<file path="src/rtl/fetch_queue_pkg.sv">
// Shared front-end definitions: RV32I control-flow opcodes, immediate extraction,
// predictor reset value, FSM state type and instruction-queue entry layout.
package fetch_queue_pkg;

  localparam logic [6:0] OpcJal    = 7'b1101111;
  localparam logic [6:0] OpcJalr   = 7'b1100111;
  localparam logic [6:0] OpcBranch = 7'b1100011;

  localparam logic [1:0] BhtResetCnt = 2'b01;

  localparam int unsigned EntryWidth = 97;

  typedef enum logic [1:0] {
    StFetch,
    StPredict,
    StHalt,
    StRestart
  } fq_state_e;

  typedef struct packed {
    logic [31:0] inst;
    logic [31:0] pc;
    logic        predict;
    logic [31:0] next_pc;
  } iq_entry_t;

  function automatic logic [31:0] imm_b(input logic [31:0] inst);
    return {{19{inst[31]}}, inst[31], inst[7], inst[30:25], inst[11:8], 1'b0};
  endfunction

  function automatic logic [31:0] imm_j(input logic [31:0] inst);
    return {{11{inst[31]}}, inst[31], inst[19:12], inst[20], inst[30:21], 1'b0};
  endfunction

endpackage

</file>
<file path="src/rtl/fetch_queue_bht.sv">
// Branch history table: 2-bit saturating counters with an asynchronous read port
// and one synchronous training port.
module fetch_queue_bht
  import fetch_queue_pkg::*;
#(
  parameter int unsigned BHT_BITS = 6
) (
  input  logic                clk_in,
  input  logic                rst_in,
  input  logic                en_i,
  input  logic [BHT_BITS-1:0] rd_idx_i,
  output logic [1:0]          rd_cnt_o,
  input  logic                upd_en_i,
  input  logic [BHT_BITS-1:0] upd_idx_i,
  input  logic                upd_taken_i
);

  localparam int unsigned Entries = 1 << BHT_BITS;

  logic [1:0] cnt_q [Entries];
  logic [1:0] upd_cur;
  logic [1:0] upd_cnt;

  // Reads see the pre-update value when indices collide.
  assign rd_cnt_o = cnt_q[rd_idx_i];

  always_comb begin
    upd_cur = cnt_q[upd_idx_i];
    upd_cnt = upd_cur;
    if (upd_taken_i) begin
      if (upd_cur != 2'b11) upd_cnt = upd_cur + 2'b01;
    end else begin
      if (upd_cur != 2'b00) upd_cnt = upd_cur - 2'b01;
    end
  end

  always_ff @(posedge clk_in) begin
    if (!rst_in) begin
      for (int i = 0; i < int'(Entries); i++) begin
        cnt_q[i] <= BhtResetCnt;
      end
    end else if (en_i && upd_en_i) begin
      cnt_q[upd_idx_i] <= upd_cnt;
    end
  end

endmodule

</file>
<file path="src/rtl/fetch_queue.sv">
// Instruction fetch front-end: fetches ahead into a circular queue, predicts the
// next PC per instruction and halts on JALR until the ROB redirects.
module fetch_queue
  import fetch_queue_pkg::*;
#(
  parameter int unsigned IQ_DEPTH = 4,
  parameter int unsigned BHT_BITS = 6,
  parameter logic [31:0] RESET_PC = 32'h0
) (
  input  logic        clk_in,
  input  logic        rst_in,
  input  logic        rdy_in,
  input  logic        flush,
  input  logic [31:0] flush_pc,
  output logic        mc_en,
  output logic [31:0] mc_addr,
  input  logic        mc_rdy,
  input  logic [31:0] mc_data,
  output logic        out_valid,
  input  logic        out_ready,
  output logic [31:0] out_inst,
  output logic [31:0] out_pc,
  output logic        out_predict,
  output logic [31:0] out_next_pc,
  input  logic        bp_update_en,
  input  logic [31:0] bp_update_pc,
  input  logic        bp_update_taken
);

  localparam int unsigned PtrW = $clog2(IQ_DEPTH);
  localparam int unsigned CntW = PtrW + 1;

  fq_state_e             state_q, state_d;
  logic [31:0]           pc_q, pc_d;
  logic [31:0]           inst_q, inst_d;
  logic [PtrW-1:0]       head_q, head_d;
  logic [PtrW-1:0]       tail_q, tail_d;
  logic [CntW-1:0]       count_q, count_d;
  logic [EntryWidth-1:0] iq_mem_q [IQ_DEPTH];

  iq_entry_t   head_entry;
  iq_entry_t   push_entry;
  logic [1:0]  bht_cnt;
  logic        is_jalr;
  logic        predict;
  logic [31:0] predict_pc;
  logic        full;
  logic        fetch_fire;
  logic        push;
  logic        pop;

  fetch_queue_bht #(
    .BHT_BITS(BHT_BITS)
  ) u_bht (
    .clk_in      (clk_in),
    .rst_in      (rst_in),
    .en_i        (rdy_in),
    .rd_idx_i    (pc_q[BHT_BITS+1:2]),
    .rd_cnt_o    (bht_cnt),
    .upd_en_i    (bp_update_en),
    .upd_idx_i   (bp_update_pc[BHT_BITS+1:2]),
    .upd_taken_i (bp_update_taken)
  );

  // Next-PC prediction for the latched word, valid while in StPredict.
  always_comb begin
    is_jalr    = 1'b0;
    predict    = 1'b0;
    predict_pc = pc_q + 32'd4;
    case (inst_q[6:0])
      OpcJal: begin
        predict    = 1'b1;
        predict_pc = pc_q + imm_j(inst_q);
      end
      OpcBranch: begin
        predict = bht_cnt[1];
        if (bht_cnt[1]) predict_pc = pc_q + imm_b(inst_q);
      end
      OpcJalr: is_jalr = 1'b1;
      default: ;
    endcase
  end

  always_comb begin
    push_entry         = '0;
    push_entry.inst    = inst_q;
    push_entry.pc      = pc_q;
    push_entry.predict = predict;
    push_entry.next_pc = predict_pc;
  end

  assign head_entry  = iq_entry_t'(iq_mem_q[head_q]);
  assign out_valid   = (count_q != '0);
  assign out_inst    = head_entry.inst;
  assign out_pc      = head_entry.pc;
  assign out_predict = head_entry.predict;
  assign out_next_pc = head_entry.next_pc;

  assign full    = (count_q == CntW'(IQ_DEPTH));
  assign mc_en   = (state_q == StFetch) && !full;
  assign mc_addr = pc_q;

  // Flush discards everything in flight, so it masks fetch, push and pop.
  assign fetch_fire = rdy_in && !flush && mc_en && mc_rdy;
  assign push       = rdy_in && !flush && (state_q == StPredict);
  assign pop        = rdy_in && !flush && out_valid && out_ready;

  always_comb begin
    state_d = state_q;
    pc_d    = pc_q;
    inst_d  = inst_q;
    head_d  = head_q;
    tail_d  = tail_q;
    count_d = count_q;
    if (rdy_in && flush) begin
      state_d = StRestart;
      pc_d    = flush_pc;
      head_d  = '0;
      tail_d  = '0;
      count_d = '0;
    end else if (rdy_in) begin
      unique case (state_q)
        StFetch: begin
          if (fetch_fire) begin
            inst_d  = mc_data;
            state_d = StPredict;
          end
        end
        StPredict: begin
          pc_d    = predict_pc;
          state_d = is_jalr ? StHalt : StFetch;
        end
        StHalt:    state_d = StHalt;
        StRestart: state_d = StFetch;
      endcase
      if (push) tail_d = tail_q + PtrW'(1);
      if (pop)  head_d = head_q + PtrW'(1);
      count_d = count_q + CntW'(push) - CntW'(pop);
    end
  end

  always_ff @(posedge clk_in) begin
    if (!rst_in) begin
      state_q <= StFetch;
      pc_q    <= RESET_PC;
      inst_q  <= '0;
      head_q  <= '0;
      tail_q  <= '0;
      count_q <= '0;
    end else begin
      state_q <= state_d;
      pc_q    <= pc_d;
      inst_q  <= inst_d;
      head_q  <= head_d;
      tail_q  <= tail_d;
      count_q <= count_d;
    end
  end

  // Storage is cleared on reset so the head fields read zero before the first push.
  always_ff @(posedge clk_in) begin
    if (!rst_in) begin
      for (int i = 0; i < int'(IQ_DEPTH); i++) begin
        iq_mem_q[i] <= '0;
      end
    end else if (push) begin
      iq_mem_q[tail_q] <= push_entry;
    end
  end

  logic unused_bits;
  assign unused_bits = ^{bp_update_pc[31:BHT_BITS+2], bp_update_pc[1:0], bht_cnt[0]};

endmodule

</file>
<file path="config.mk">
export PLATFORM = sky130hd
export DESIGN_NAME = fetch_queue
export DESIGN_NICKNAME = d
export VERILOG_FILES = /design/src/rtl/fetch_queue_pkg.sv /design/src/rtl/fetch_queue_bht.sv /design/src/rtl/fetch_queue.sv
export SDC_FILE = /design/constraint.sdc
export NUM_CORES = 1
export LEC_CHECK = 0
export BUFFER_PORTS_ARGS = -buffer_cell sky130_fd_sc_hd__buf_2
export CAP_MARGIN = 0
export CORE_AREA = 2 2 265 267
export CTS_BUF_LIST = sky130_fd_sc_hd__clkbuf_8
export DETAILED_ROUTE_END_ITERATION = 8
export DIE_AREA = 0 0 267 269
export GPL_TIMING_DRIVEN = 0
export PLACE_DENSITY = 0.63
export SYNTH_ARGS = -nofsm -noshare
export SYNTH_HDL_FRONTEND = slang
export SYNTH_HIERARCHICAL = 1
export SYNTH_SLANG_ARGS = --single-unit
export TNS_END_PERCENT = 20
</file>
<file path="constraint.sdc">
create_clock -name clk_in -period 8.4 [get_ports clk_in]
set_input_delay 0.42 -clock clk_in [delete_from_list [all_inputs] [get_ports clk_in]]
set_output_delay 0.42 -clock clk_in [all_outputs]
set_load 0.01 [all_outputs]
</file>
* After elaboration in Yosys (flattened, before gate mapping)
Memories as Yosys holds them, arrays and structs flattened. A register that Yosys moved wholly into a read port is not among the register bits. Index checks and enable logic that the tools add are counted.
Operators by class: add/subtract/negate cells 9, shift-type cells 0, muxes and demuxes 32, magnitude comparators 0, bitwise logic cells 2, reduce and logical (&&, ||, !) cells 24, equal/unequal tests 9, divide/modulo/power cells 0, multiply operators 0
Operators with widths (number):
- 32-bit 2-to-1 mux | 4
- 97-bit 2-to-1 mux | 1
- 97-bit OR reduction | 1
- 32-bit adder | 2
- 32-bit one-hot mux with 2 select lines | 1
- 32-bit by 3-bit adder with 32-bit output, second input constant | 1
- 2-bit 2-to-1 mux | 11
- 7-bit equality test, second input constant | 3
- 6-bit 2-to-1 mux | 3
- 1-bit 2-to-1 mux | 10
- 1-bit logical AND | 9
- 2-bit one-hot mux with 4 select lines | 1
- 2-bit AND reduction | 4
- 2-bit by 1-bit adder with 2-bit output, second input constant | 3
- 2-bit nonzero test | 3
- 2-bit equality test, second input constant | 2
- 4-bit AND reduction | 1
- 2-bit OR reduction | 2
- 3-bit by 1-bit adder with 3-bit output | 1
- 3-bit equality test, second input constant | 1
- 3-bit by 2-bit inequality test with 1-bit output, second input constant | 1
- 3-bit nonzero test | 1
- 3-bit by 1-bit subtractor with 3-bit output | 1
- 2-bit by 1-bit equality test with 1-bit output, second input constant | 1
- other kinds (6) | 8
Word-level totals: flip-flop bits (word level) 73, input bits 104, output and inout port bits 131, latch bits 0, memories 2, memory bits (writable) 516, word-level logic and storage cells 84, memory bits (read-only) 0
Memory list:
- iq_mem_q | depth 4, bits a word 97, rd ports 1, clocked after Yosys merged registers in 1, wr ports 4, RTL line fetch_queue.sv:39 | logic [EntryWidth-1:0] iq_mem_q [IQ_DEPTH];
- u_bht.cnt_q | depth 64, bits a word 2, rd ports 2, clocked after Yosys merged registers in 1, wr ports 64, RTL line fetch_queue_bht.sv:20 | logic [1:0] cnt_q [Entries];

* Longest topological paths before layout
depth after elaboration 9, depth in mapped cells 13, gate-level depth less buffers 12

* Cells and area by module
The synthesis kept the hierarchy.
Modules (own cells, without submodules):
- fetch_queue | sequential area each 13032.5 um^2, area an instance 23269.8 um^2, instances 1, cells an instance 1980
- fetch_queue_bht | sequential area each 3843.7 um^2, area an instance 7516.0 um^2, instances 1, cells an instance 642

* Least setup slack after synthesis
Ideal clock, no wire load.
path type input port to flip-flop, start point in rdy_in, end point mem iq_mem_q[0][0] (enable), buffers on the path 1, required time 7717 ps, stages on the path 5, arrival time 7782 ps, library setup time 683 ps, setup slack -66 ps, cell sequence nor2b_1 > and2_1 > buf_2 > inv_1 > o21ai_0
RTL lines:
- from (decl) | RTL line fetch_queue.sv:12 | input logic rdy_in,
- to (decl) | RTL line fetch_queue.sv:39

==> flow_metrics.py <==
metrics = {
    "routing": {
        "wirelength_um": 101000,
        "dr.first_iter.drc_count": 2426,
        "wire_per_inst_um": 25.4,
        "via_per_inst": 5.92,
        "drcViolationCount": 0,
        "first_pass_iters": 6,
        "final_antenna_net_count": 0,
        "dr_total_vias": 23700,
    },
    "clocking": {
        "cts.sinks": 587,
        "clk_pin_slew_ns": 0.07,
        "cts_resized": 0,
        "cts_setup_buffers": 0,
        "htree_levels": 3,
        "clock_path_buffers": 3,
        "numCtsBuffers": 96,
        "cts_root_buffer": "clkbuf_8",
        "insertion_delay_ns": 0.75,
        "cts_tree": "built",
    },
    "timing": {
        "skew_ns": 0.0625,
        "relSlewSlack_pct": 18.9,
        "layout_min_cycle_time_ns": 5.60,
        "slew_viol_final": 0,
        "holdWs_ns": 0.0522,
        "worstMarginPinSlew_ns": 1.22,
        "setup_violations": 0,
        "period_share_pct": 66.6,
        "fmax_mhz": 179,
        "grt_setup_unrepaired": "no",
        "hold_viol_final": 0,
        "tns_ns": 0,
    },
    "placement": {
        "io_buffers": 206,
        "post-dp-hpwl_um": 72500,
        "gp_congestion": 0.969,
        "dpl_cell_area_um2": 32800,
    },
    "setup_path": {
        "rrSetupSlack_ns": 2.80,
        "critical_path_required_ns": 8.86,
        "crit_fanout": 12,
        "reg2reg_depth": 11,
        "r2r-end": "iq_mem_q[0][11]$_SDFFCE_PN0P_",
        "arrival_ns": 6.05,
        "crit_path_end_kind": "flip-flop",
        "rr_startpoint": "mc_addr[2]$_SDFFE_PN0P_",
        "crit_type": "reg -> reg",
        "crit_path_start_kind": "flip-flop",
    },
    "global_routing": {
        "first_global_vias": 22900,
        "grt_overflow_total": 0,
        "grt_pass1_wl_um": 147000,
        "antenna_found_initial": 5,
        "grt_max_degree": 53,
        "grt_usage_pct": 27.9,
    },
    "synth": {
        "yosys_warnings": 6,
        "synth_cells": 2596,
        "synth_area_um2": 30300,
        "syn_area_per_cell_um2": 11.7,
        "synthesis.nets": 2749,
    },
    "floorplan": {
        "die_w_um": 267,
        "dieArea_um2": 71800,
        "num_rows": 97,
        "core_um2": 69300,
        "fp.dieH_um": 269,
        "io_pins": 235,
        "start_util_pct": 43.7,
    },
    "layout": {
        "drive_above_1_share_pct": 20.5,
        "final_nets": 3120,
        "utilization_pct": 50.9,
        "fin_area_um2": 35300,
        "syn_to_final_growth_pct": 16.4,
        "n_fill_cell": 6236,
    },
    "worst_hold_path": {
        "min_from": "flush_pc[26]",
        "worstHoldPathType": "in -> reg",
        "holdPathStages": 3,
        "worst_hold_path.endpoint": "mc_addr[26]$_SDFFE_PN0P_",
    },
    "pwr": {
        "p_leak_nw": 13.0,
        "p_per_area_nw_per_um2": 182,
        "ir_worst_vdd_v": 0.000117,
    },
    "run_status": {
        "status": "finished, final reports clean",
    },
    "run": {
        "max_cap_violations": 0,
    },
}
through the flow:
stage	cells	setup WS, ns	power [mW]
after floorplan	2596	2.53	3.72
after global placement	3742	-1.95	3.97
after detailed placement	3751	2.96	3.97
after CTS	3990	2.92	6.44
after global routing	3992	2.64	6.61
final	3995	2.80	6.42
critical path, stage by stage (launching register included):
cell and delay (ns):
dfxtp_1 0.81, clkbuf_1 0.23, buf_1 0.70, mux4_2 0.61, mux4_2 0.56, mux4_2 0.58
clkbuf_1 0.29, nand2_1 0.38, nor2_1 0.10, a221oi_1 0.72, nand2b_1 0.24, nor2_1 0.06
cell usage in the layout (no fill, tap or decap), drive strengths merged, types with 34 or more instances in the layout:
master	instances
nor3	78
xnor2	34
inv	139
o22ai	35
clkbuf	217
a21oi	114
dfxtp	75
ha	46
o21ai	103
nor2	409
nand3	105
nand2	261
dlygate4sd3	58
a22oi	38
buf	296
mux4	123
edfxtp	512
registers in the layout, indices dropped and copies added, names as in the netlist, named ones only:
| register | cells |
|---|---|
| tail_q | 2 |
| iq_mem_q | 384 |
| u_bht/cnt_q | 128 |
| state_q | 2 |
| count_q | 3 |
| inst_q | 32 |
| head_q | 2 |
| mc_addr | 32 |
routing by layer:
metal	routed length (um)	global-route usage [%]	share of wire, %
met1	39500	36.1	39
met2	49300	46.9	49
met3	8430	4.75	8.3
met4	4180	11.3	4.1
met5	29	0	0.029
worst max-delay path by stage:
stage                                               end  slack [ns]  cells after the start               startpoint
after global routing          iq_mem_q[3][24]$_DFFE_PP_        2.64                     12  mc_addr[2]$_SDFFE_PN0P_
after floorplan            iq_mem_q[0][0]$_SDFFCE_PN0P_        2.53                      5                   rdy_in
after global placement    iq_mem_q[0][36]$_SDFFCE_PN0P_       -1.95                      6                   rdy_in
final                     iq_mem_q[0][11]$_SDFFCE_PN0P_        2.80                     11  mc_addr[2]$_SDFFE_PN0P_
after CTS                 iq_mem_q[1][24]$_SDFFCE_PN0P_        2.92                     12  mc_addr[2]$_SDFFE_PN0P_
after detailed placement  iq_mem_q[1][24]$_SDFFCE_PN0P_        2.96                     12  mc_addr[2]$_SDFFE_PN0P_
power breakdown:
part | switching (mW) | internal (mW)
sequential | 0.0702 | 3.26
clock | 1.20 | 1.27
combinational | 0.393 | 0.223
total | 1.67 | 4.75
repair_timing:
| action | CTS | global route |
|---|---|---|
| endpoints found under the setup margin | 0 | 0 |
| hold buffers | 58 | 0 |
| endpoints found under the hold margin | 58 | 0 |
cell type report:
type / count / area, um2 / share of cell area (%)
clock inverter: 79 / 505 / 1.43
clock buffer: 102 / 1400 / 3.98
inverter: 86 / 323 / 0.916
antenna: 5 / 12.5 / 0.0355
timing repair buffer: 273 / 1820 / 5.15
sequential: 587 / 16900 / 47.9
buffer: 196 / 1000 / 2.85
tap: 940 / 1180 / 3.34
multi-input combinational: 1727 / 12100 / 34.4
No activity file was read; power rests on OpenSTA's default activity.
